## src/rtl/tempo_display.sv

```systemverilog
// Converts the 7-bit tempo count to three BCD digits with a serial shift-add-3
// engine and drives a multiplexed 3-digit active-low seven-segment display.
module tempo_display #(
   parameter int SCAN_BITS   = 16,
   parameter bit BLANK_ZEROS = 1'b1
) (
   input  logic        clk,
   input  logic        rst_n,
   input  logic [6:0]  tempo,
   output logic [11:0] bcd,
   output logic        valid,
   output logic [2:0]  an,
   output logic [6:0]  seg
);

   typedef enum logic [1:0] {IDLE, SHIFT, DONE} state_t;

   state_t                 state;
   logic [6:0]             last_tempo;
   logic                   force_load;
   logic [2:0]             shift_cnt;
   logic [18:0]            shreg;
   logic [18:0]            adj;
   logic [SCAN_BITS-1:0]   presc;
   logic [1:0]             digit_idx;
   logic [3:0]             cur_nibble;
   logic [2:0]             cur_an;
   logic                   cur_blank;

   function automatic logic [6:0] seg_decode(input logic [3:0] d);
      case (d)
         4'd0:    seg_decode = 7'b1000000;
         4'd1:    seg_decode = 7'b1111001;
         4'd2:    seg_decode = 7'b0100100;
         4'd3:    seg_decode = 7'b0110000;
         4'd4:    seg_decode = 7'b0011001;
         4'd5:    seg_decode = 7'b0010010;
         4'd6:    seg_decode = 7'b0000010;
         4'd7:    seg_decode = 7'b1111000;
         4'd8:    seg_decode = 7'b0000000;
         4'd9:    seg_decode = 7'b0010000;
         default: seg_decode = 7'b1111111;
      endcase
   endfunction

   // Add-3 correction on each BCD nibble that would overflow past 9 after the shift.
   always_comb begin
      adj = shreg;
      for (int i = 0; i < 3; i++) begin
         if (shreg[7+4*i +: 4] >= 4'd5)
            adj[7+4*i +: 4] = shreg[7+4*i +: 4] + 4'd3;
      end
   end

   always_ff @(posedge clk or negedge rst_n) begin
      if (!rst_n) begin
         state      <= IDLE;
         force_load <= 1'b1;
         last_tempo <= 7'd0;
         shift_cnt  <= 3'd0;
         shreg      <= 19'd0;
         bcd        <= 12'h000;
         valid      <= 1'b0;
      end else begin
         valid <= 1'b0;
         case (state)
            IDLE: begin
               if (force_load || (tempo != last_tempo)) begin
                  shreg      <= {12'h000, tempo};
                  last_tempo <= tempo;
                  force_load <= 1'b0;
                  shift_cnt  <= 3'd0;
                  state      <= SHIFT;
               end
            end
            SHIFT: begin
               shreg     <= adj << 1;
               shift_cnt <= shift_cnt + 3'd1;
               if (shift_cnt == 3'd6)
                  state <= DONE;
            end
            DONE: begin
               bcd   <= shreg[18:7];
               valid <= 1'b1;
               state <= IDLE;
            end
            default: state <= IDLE;
         endcase
      end
   end

   always_ff @(posedge clk or negedge rst_n) begin
      if (!rst_n) begin
         presc     <= '0;
         digit_idx <= 2'd0;
      end else begin
         presc <= presc + {{(SCAN_BITS-1){1'b0}}, 1'b1};
         if (&presc)
            digit_idx <= (digit_idx == 2'd2) ? 2'd0 : digit_idx + 2'd1;
      end
   end

   // Leading-zero blanking keeps the digit enable asserted but darkens all segments.
   always_comb begin
      cur_nibble = bcd[3:0];
      cur_an     = 3'b110;
      cur_blank  = 1'b0;
      case (digit_idx)
         2'd1: begin
            cur_nibble = bcd[7:4];
            cur_an     = 3'b101;
            cur_blank  = BLANK_ZEROS && (bcd[11:8] == 4'd0) && (bcd[7:4] == 4'd0);
         end
         2'd2: begin
            cur_nibble = bcd[11:8];
            cur_an     = 3'b011;
            cur_blank  = BLANK_ZEROS && (bcd[11:8] == 4'd0);
         end
         default: ;
      endcase
   end

   always_ff @(posedge clk or negedge rst_n) begin
      if (!rst_n) begin
         an  <= 3'b110;
         seg <= 7'b1000000;
      end else begin
         an  <= cur_an;
         seg <= cur_blank ? 7'b1111111 : seg_decode(cur_nibble);
      end
   end

endmodule

```

## config.mk

```make
export PLATFORM = sky130hd
export DESIGN_NAME = tempo_display
export DESIGN_NICKNAME = d
export VERILOG_FILES = /design/src/rtl/tempo_display.sv
export SDC_FILE = /design/constraint.sdc
export NUM_CORES = 1
export LEC_CHECK = 0
export ABC_AREA = 1
export ABC_CLOCK_PERIOD_IN_PS = 4900
export CAP_MARGIN = 0
export CORE_MARGIN = 4
export CORE_UTILIZATION = 46
export DETAILED_ROUTE_END_ITERATION = 8
export GPL_ROUTABILITY_DRIVEN = 0
export GPL_TIMING_DRIVEN = 0
export PLACE_DENSITY_LB_ADDON = 0.2
export SYNTH_ARGS = -nofsm -noshare
export SYNTH_HDL_FRONTEND = slang
export SYNTH_SLANG_ARGS = --single-unit
```

## constraint.sdc

```tcl
create_clock -name clk -period 4.9 [get_ports clk]
set_input_delay 0.49 -clock clk [delete_from_list [all_inputs] [get_ports clk]]
set_output_delay 0.49 -clock clk [all_outputs]
set_load 0.1 [all_outputs]
```

[Word level (Yosys, flattened, before mapping)]
Memories as Yosys holds them, arrays and structs flattened.
Cells that the tools add are included.
Widths: inputs -> output; s select.
Storage, ports and cells
  bits in registers: 73
  ROM bits: 112
  input bits: 9
  word-level logic and storage cells: 55
  output and inout port bits: 23
  memories kept: 1
Memory list
  (name not given): depth 16, bits a word 7, read ports 1, clocked after memory_dff 0, wr ports 0, line 31  | case (d)
Cells by class
  reduce and logical (&&, ||, !) cells: 10
  add/subtract/negate cells: 6
  multiplexer cells: 16
  equal/unequal tests: 8
  magnitude comparators: 3
Operator list (number)
  $pmux 19 s2: 1
  $mux 19: 1
  $add 16x1->16 const B: 1
  $reduce_and 16->1: 1
  $ge 4x3->1 const B: 3
  $pmux 3 s2: 2
  $add 4x2->4 const B: 2
  $logic_not 4->1: 2
  $mux 4: 2
  $pmux 4 s2: 1
  $mux 7: 1
  $ne 7x7->1: 1
  $mux 2: 3
  $mux 3: 2
  $reduce_and 2->1: 3
  $eq 2x1->1 const B: 2
  $eq 2x2->1 const B: 2
  $ne 2x2->1 const B: 2
  $pmux 2 s2: 1
  $add 3x1->3 const B: 1
  $add 3x2->3 const B: 1
  $eq 3x3->1 const B: 1
  $add 2x1->2 const B: 1
  $logic_not 2->1: 1
  other kinds (5): 5

[Logic depth before layout (Yosys ltp)]
Gate-level depths: netlist of the first run.
  depth in word-level cells: 4
  depth in mapped cells: 12
  mapped depth without buffers: 12

[Least setup slack after synthesis of the first run]
Ideal clock, no wire load.
  kind: register to register
  start point: register bcd[8]
  end point: register seg[3]
  data required time: 4782 ps
  clock period less this slack: 2047 ps
  path buffers: 0
  stages on the path, launching flop included: 11
  setup slack: 2853 ps
  library setup time: 118 ps
  data arrival time: 1929 ps
  cells stage by stage: dfrtp_1 > nand2_1 > nand2_1 > nand2_1 > o21ai_0 > inv_1 > ha_1 > nand2_1 > nand2_1 > nand2_1 > nand2_1
On the way
  longest elaborated chain between the ends: 4
  elaborated cells on any way between the ends: 6
  classes of those cells: 3 x mux; 2 x reduce/logical; 1 x memory
Ends and longest elaborated chain
  start, declared: line 10  | output logic [11:0] bcd,
  start signal, assigned: line 83  | bcd <= shreg[18:7];
  branches (longest 3 deep; another with $mem_v2 16x7)
  $mux 7 (*): line 129  | seg <= cur_blank ? 7'b1111111 : seg_decode(cur_nibble);
  end signal, assigned: line 129
  end, declared: line 13  | output logic [6:0] seg
Every way passes the cells marked *.
A chain may end at the register's enable or synchronous reset.

[Worst setup path in the final report of the first run]
  start point: register an[1]
  end point: output an[1]
RTL lines
  start, declared: line 12  | output logic [2:0] an,
  start signal, assigned: line 128  | an <= cur_an;
No word-level cell between the ends.

==> flow_summary.ini, run 1 <==
[global_routing]
grt_pass1_wl_mm = 11.5
grt_pass1_vias = 2617
antenna_found_initial = 0
overflow = 0
track_usage = 0.156
grt_max_degree = 58

[power_and_ir_drop]
p_clk_frac = 0.180
comb_power_share = 0.500
power.leakage_nw = 2.15
finalPower_mw = 2.97
p_int_mw = 1.53
switching_share = 0.483
pwr-share-seq = 0.321
peakVddDrop_mv = 0.322
p_switching_mw = 1.43
power_density_nw_per_um2 = 693

[routing]
dr.pass1.iters = 4
via_per_inst = 4.80
finalWirelength_mm = 6.65
drcViolationCount = 0
drt-initial-drc-count = 81
vias = 2789
ant_nets = 0
wire_per_inst_um = 11.4

[synthesis]
synth_top_area_share = 0.482
ys_ff_latch = 73
yosysSeqAreaShare = 0.512
synth-edff-count = 0
ys_top_cells_by_count = nand2_1, dfrtp_1, inv_1
syn_avg_cell_area_um2 = 8.27
ys_top_cells_by_area = dfrtp_1, nand2_1, inv_1
ys_types = 26
synth_ff_type = dfrtp_1
syn_area_um2 = 3580
synth_fp_nets = 458
synth_warnings = 0
yosys.area.top_type = dfrtp_1
synthArstFlopShare = 1.00
synthesis.instances = 433
yosysMostFrequentCell = nand2_1

[setup_path]
arrival_ns = 1.97
crit_family = buffers and inverters
cp_slowest_cell = clkdlybuf4s50_1
crit_required_ns = 4.41
crit_type = reg -> out
cp-start-kind = flop
path_max_fanout = 1
end_kind = output pin
crit_buf_inv = 1
path_cells = clkdlybuf4s50_1
max_stage_delay_ns = 1.12

[cts]
tritoncts = done
clk_pin_slew_worst_paths_ns = 0.07
cts_sinks = 73
cts_made_buffers = 9
cts_max_path_buffers = 2
cts_setup_buffers = 0
htreeDepth = 3
clockRootBuffer = clkbuf_8
clk_latency_ns = 0.34

[sta]
setup_viol_count_final = 0
setup_ws_ns = 2.44
tightest_slew_ns = 0.980
finalMaxSlewViolations = 0
final_hold_viol_count = 0
min_period_ns = 2.46
period_share = 0.503
slew_headroom = 0.344
skew_ns = 0.00393
timing.fmax_mhz = 406
setup_tns_ns = 0
rsz0062_at_grt = no

[die]
dieArea_um2 = 9260
placementRows = 31
io_pins = 32
start_util = 0.483
core_area_um2 = 7410
die_h_um = 96.2
chipWidth_um = 96.2

[final_layout]
final_util = 0.578
final.fill_count = 666
antenna_cells = 0
multiInputGateArea_um2 = 1470
nNetsFinal = 502
layout-drive-gt1-share = 0.0747
final_cells = 581
syn2layout_area_growth_pct = 19.5
register_area_um2 = 1830

[placement]
place_ws_ns = 2.79
post-place-cells = 564
io_buffers = 31
hpwlAfterDp_mm = 4.73

[hold_path]
min_path_type = reg -> reg

[job]
drv_cap = 0

[outcome]
outcome = completed
## flip-flops by register name, summed over array words and instances, names as in the netlist
signal / flops
an: 3
bcd: 12
digit_idx: 2
force_load: 1
last_tempo: 7
presc: 16
seg: 7
shift_cnt: 3
shreg: 19
state: 2
valid: 1
## cell families after synthesis
family          Yosys count  synth area share
simple gates            205             0.236
flops                    73             0.512
buf+inv                  67            0.0776
compound gates           58            0.0846
fa+ha+maj                16            0.0559
xor+xnor                 14            0.0342
## power groups by stage
stage	Combinational [mW]	Clock [mW]	Sequential, mW
CTS	1.50	0.548	0.950
finish	1.48	0.533	0.951
global route	1.63	0.572	0.975
global placement	1.47	0	0.957
floorplan	0.633	0	1.47
detailed placement	1.49	0	0.960
## cell type report
type / count / area share
Sequential cell: 73 / 0.428
Multi-Input combinational cell: 293 / 0.344
Timing Repair Buffer: 33 / 0.0807
Inverter: 58 / 0.0515
Clock buffer: 11 / 0.0354
Tap cell: 99 / 0.0289
Clock inverter: 5 / 0.0181
Buffer: 9 / 0.0135
## cell usage in the layout, fill, tap and decap left out, types with 4 or more instances in the layout
cell type        netlist  final
a21oi_1               12     12
clkbuf_1               5      5
clkbuf_8               0     11
clkdlybuf4s50_1        0     30
dfrtp_1               69     69
dfstp_2                4      4
ha_1                  16     16
inv_1                 55     55
nand2_1              132    132
nand3_1               41     41
nor2_1                23     23
o21ai_0               40     40
xnor2_1                4      4
xor2_1                10     10
## layer usage
layer,vias up,track usage,share of wire
li1,1446,-,-
met4,0,0.0628,0.017
met5,-,0,0
met1,1296,0.194,0.47
met2,36,0.267,0.48
met3,11,0.0297,0.035
## final timing paths
path | endpoint | slack, ns | start | cells past startpoint
min in group asynchronous | presc[12] | 0.55 | rst_n | 2
worst min register to register | force_load | 0.44 | force_load | 2
worst min-delay path | force_load | 0.44 | force_load | 2
worst max register to register | seg[3] | 2.80 | digit_idx[0] | 9
worst max-delay path | an[1] | 2.44 | an[1] | 1
max in group asynchronous | force_load | 3.75 | rst_n | 3
## repair_timing
item	CTS	global route
endpoints found under the hold margin	3	0
hold buffers	1	0
resized for setup	0	0
## through the flow
stage          hold slack, ns  area [um2]
3_3_place_gp            0.433        4020
6_report                0.444        4280
4_1_cts                 0.447        4280
3_5_place_dp            0.371        4040
2_1_floorplan           0.194        3580
5_1_grt                 0.460        4280
## worst min-delay path: stages (launching register included)
cell and delay, ns:
dfstp_2 0.37, inv_1 0.04, nor2_1 0.04
Note: power is estimated with default switching activity, not from simulation.
==> inputs of run 2 (changes only) <==
--- a/config.mk
+++ b/config.mk
@@ -6,7 +6,7 @@
 export NUM_CORES = 1
 export LEC_CHECK = 0
 export ABC_AREA = 1
-export ABC_CLOCK_PERIOD_IN_PS = 4900
+export ABC_CLOCK_PERIOD_IN_PS = 2000
 export CAP_MARGIN = 0
 export CORE_MARGIN = 4
 export CORE_UTILIZATION = 46
==> constraint.sdc (replaced) <==
create_clock -name clk -period 2 [get_ports clk]
set_input_delay 0.2 -clock clk [delete_from_list [all_inputs] [get_ports clk]]
set_output_delay 0.2 -clock clk [all_outputs]
set_load 0.1 [all_outputs]
==> flow_summary.ini, run 2 (same netlist as run 1, synthesis figures left out) <==
[outcome]
outcome = completed

[sta]
rsz0062_at_grt = no
min_period_ns = 1.90
final_hold_viol_count = 0
setup_ws_ns = 0.101
finalMaxSlewViolations = 0
setup_viol_count_final = 0
period_share = 0.949
timing.fmax_mhz = 527
whs_ns = 0.323
skew_ns = 0.00844
setup_tns_ns = 0
tightest_slew_ns = 0.969
slew_headroom = 0.357

[final_layout]
largest_reg_flops = 19
nNetsFinal = 503
syn2layout_area_growth_pct = 19.4
top_register = shreg
top_regs = shreg x19, presc x16, bcd x12
layout-drive-gt1-share = 0.0952
most-common-layout-cells = nand2_1, dfrtp_1, inv_1
antenna_cells = 0
final_common_cell = nand2_1

[cts]
tritoncts = done
cts_made_buffers = 9
clk_pin_slew_worst_paths_ns = 0.08
cts_max_path_buffers = 2
clk_latency_ns = 0.34
clockRootBuffer = clkbuf_8
cts_sinks = 73
htreeDepth = 3

[power_and_ir_drop]
power_density_nw_per_um2 = 1660
peakVddDrop_mv = 0.601
finalPower_mw = 7.11
power.leakage_nw = 2.19

[die]
start_util = 0.483
dieArea_um2 = 9260
core_area_um2 = 7410
die_h_um = 96.2
placementRows = 31
io_pins = 32
chipWidth_um = 96.2

[setup_path]
cp-startpoint = an[1]
crit_buf_inv = 1
r2r_setup_slack_ns = 0.19
max_stage_delay_ns = 0.85
cp-start-kind = flop
crit_family = buffers and inverters
reg2reg_from = digit_idx[1]
cp_slowest_cell = dlygate4sd2_1
cp-endpoint = an[1]
crit_type = reg -> out
path_cells = dlygate4sd2_1
end_kind = output pin
arrival_ns = 1.70
rr_endpoint = seg[0]
path_max_fanout = 1
crit_required_ns = 1.80
crit_cells = 1
worstRegToRegCells = 9

[global_routing]
grt_pass1_wl_mm = 11.8
track_usage = 0.165
grt_pass1_vias = 2742
overflow = 0
grt_max_degree = 46
antenna_found_initial = 0

[job]
drv_cap = 0

[routing]
wire_per_inst_um = 11.5
dr.pass1.iters = 5
drcViolationCount = 0
via_per_inst = 4.85
finalWirelength_mm = 6.67
drt-initial-drc-count = 110
ant_nets = 0
vias = 2823

[hold_path]
min_path_type = in -> async

[placement]
hpwlAfterDp_mm = 4.81
io_buffers = 31
place_ws_ns = -0.0321
-- run 2: cell types whose count changed in the layout (fill, tap and decap cells not counted), moves of 2 or more --
cell / before / now
clkinv_4: 0 / 2
ha_4: 0 / 2
clkbuf_8: 11 / 9
ha_1: 16 / 13
dfrtp_2: 0 / 4
dlygate4sd2_1: 0 / 23
clkdlybuf4s50_1: 30 / 7
dfrtp_1: 69 / 65
-- run 2: worst min-delay path by stage --
stage                 endpoint  startpoint  cells past startpoint
floorplan                an[0]       rst_n                      0
global placement    force_load  force_load                      2
detailed placement    presc[9]       rst_n                      1
CTS                   presc[9]       rst_n                      2
global route         presc[10]       rst_n                      2
finish                presc[9]       rst_n                      2
-- run 2: timing repair --
action,CTS,global route
endpoints found under the setup margin,24,4
hold endpoints to repair,27,0
setup buffers,0,1
hold buffers,1,0
gates resized for setup,24,8
-- run 2: layer usage --
layer / track usage / routed length, um / vias up
met1: 0.200 / 3120 / 1326
met4: 0.0604 / 106 / 0
li1: - / - / 1449
met5: 0 / 0 / -
met3: 0.0430 / 256 / 11
met2: 0.280 / 3180 / 37
-- run 2: report_power, final --
part / internal [mW] / switching (mW) / total (mW)
Sequential: 1.97 / 0.354 / 2.33
Combinational: 0.905 / 2.62 / 3.53
Clock: 0.702 / 0.552 / 1.25
-- run 2: per-stage QoR --
stage | cells | util | area (um2)
global route | 582 | 0.577 | 4280
CTS | 581 | 0.572 | 4240
finish | 582 | 0.577 | 4280
global placement | 563 | 0.542 | 4020
detailed placement | 564 | 0.545 | 4040
floorplan | 433 | - | 3580
-- run 2: final cells by class --
class	instances	area, um2
buffer	9	57.6
clock buffer	9	124
clock inverter	7	95.1
fill	675	3130
inverter	58	220
multi-input combinational	293	1500
sequential	73	1840
tap	99	124
timing repair buffer	34	317
==> inputs of run 3 (changes only) <==
--- a/config.mk
+++ b/config.mk
@@ -17,3 +17,4 @@
 export SYNTH_ARGS = -nofsm -noshare
 export SYNTH_HDL_FRONTEND = slang
 export SYNTH_SLANG_ARGS = --single-unit
+export TNS_END_PERCENT = 20
==> results of run 3 <==
Final layout, timing and power as in run 2 (identical DEF).
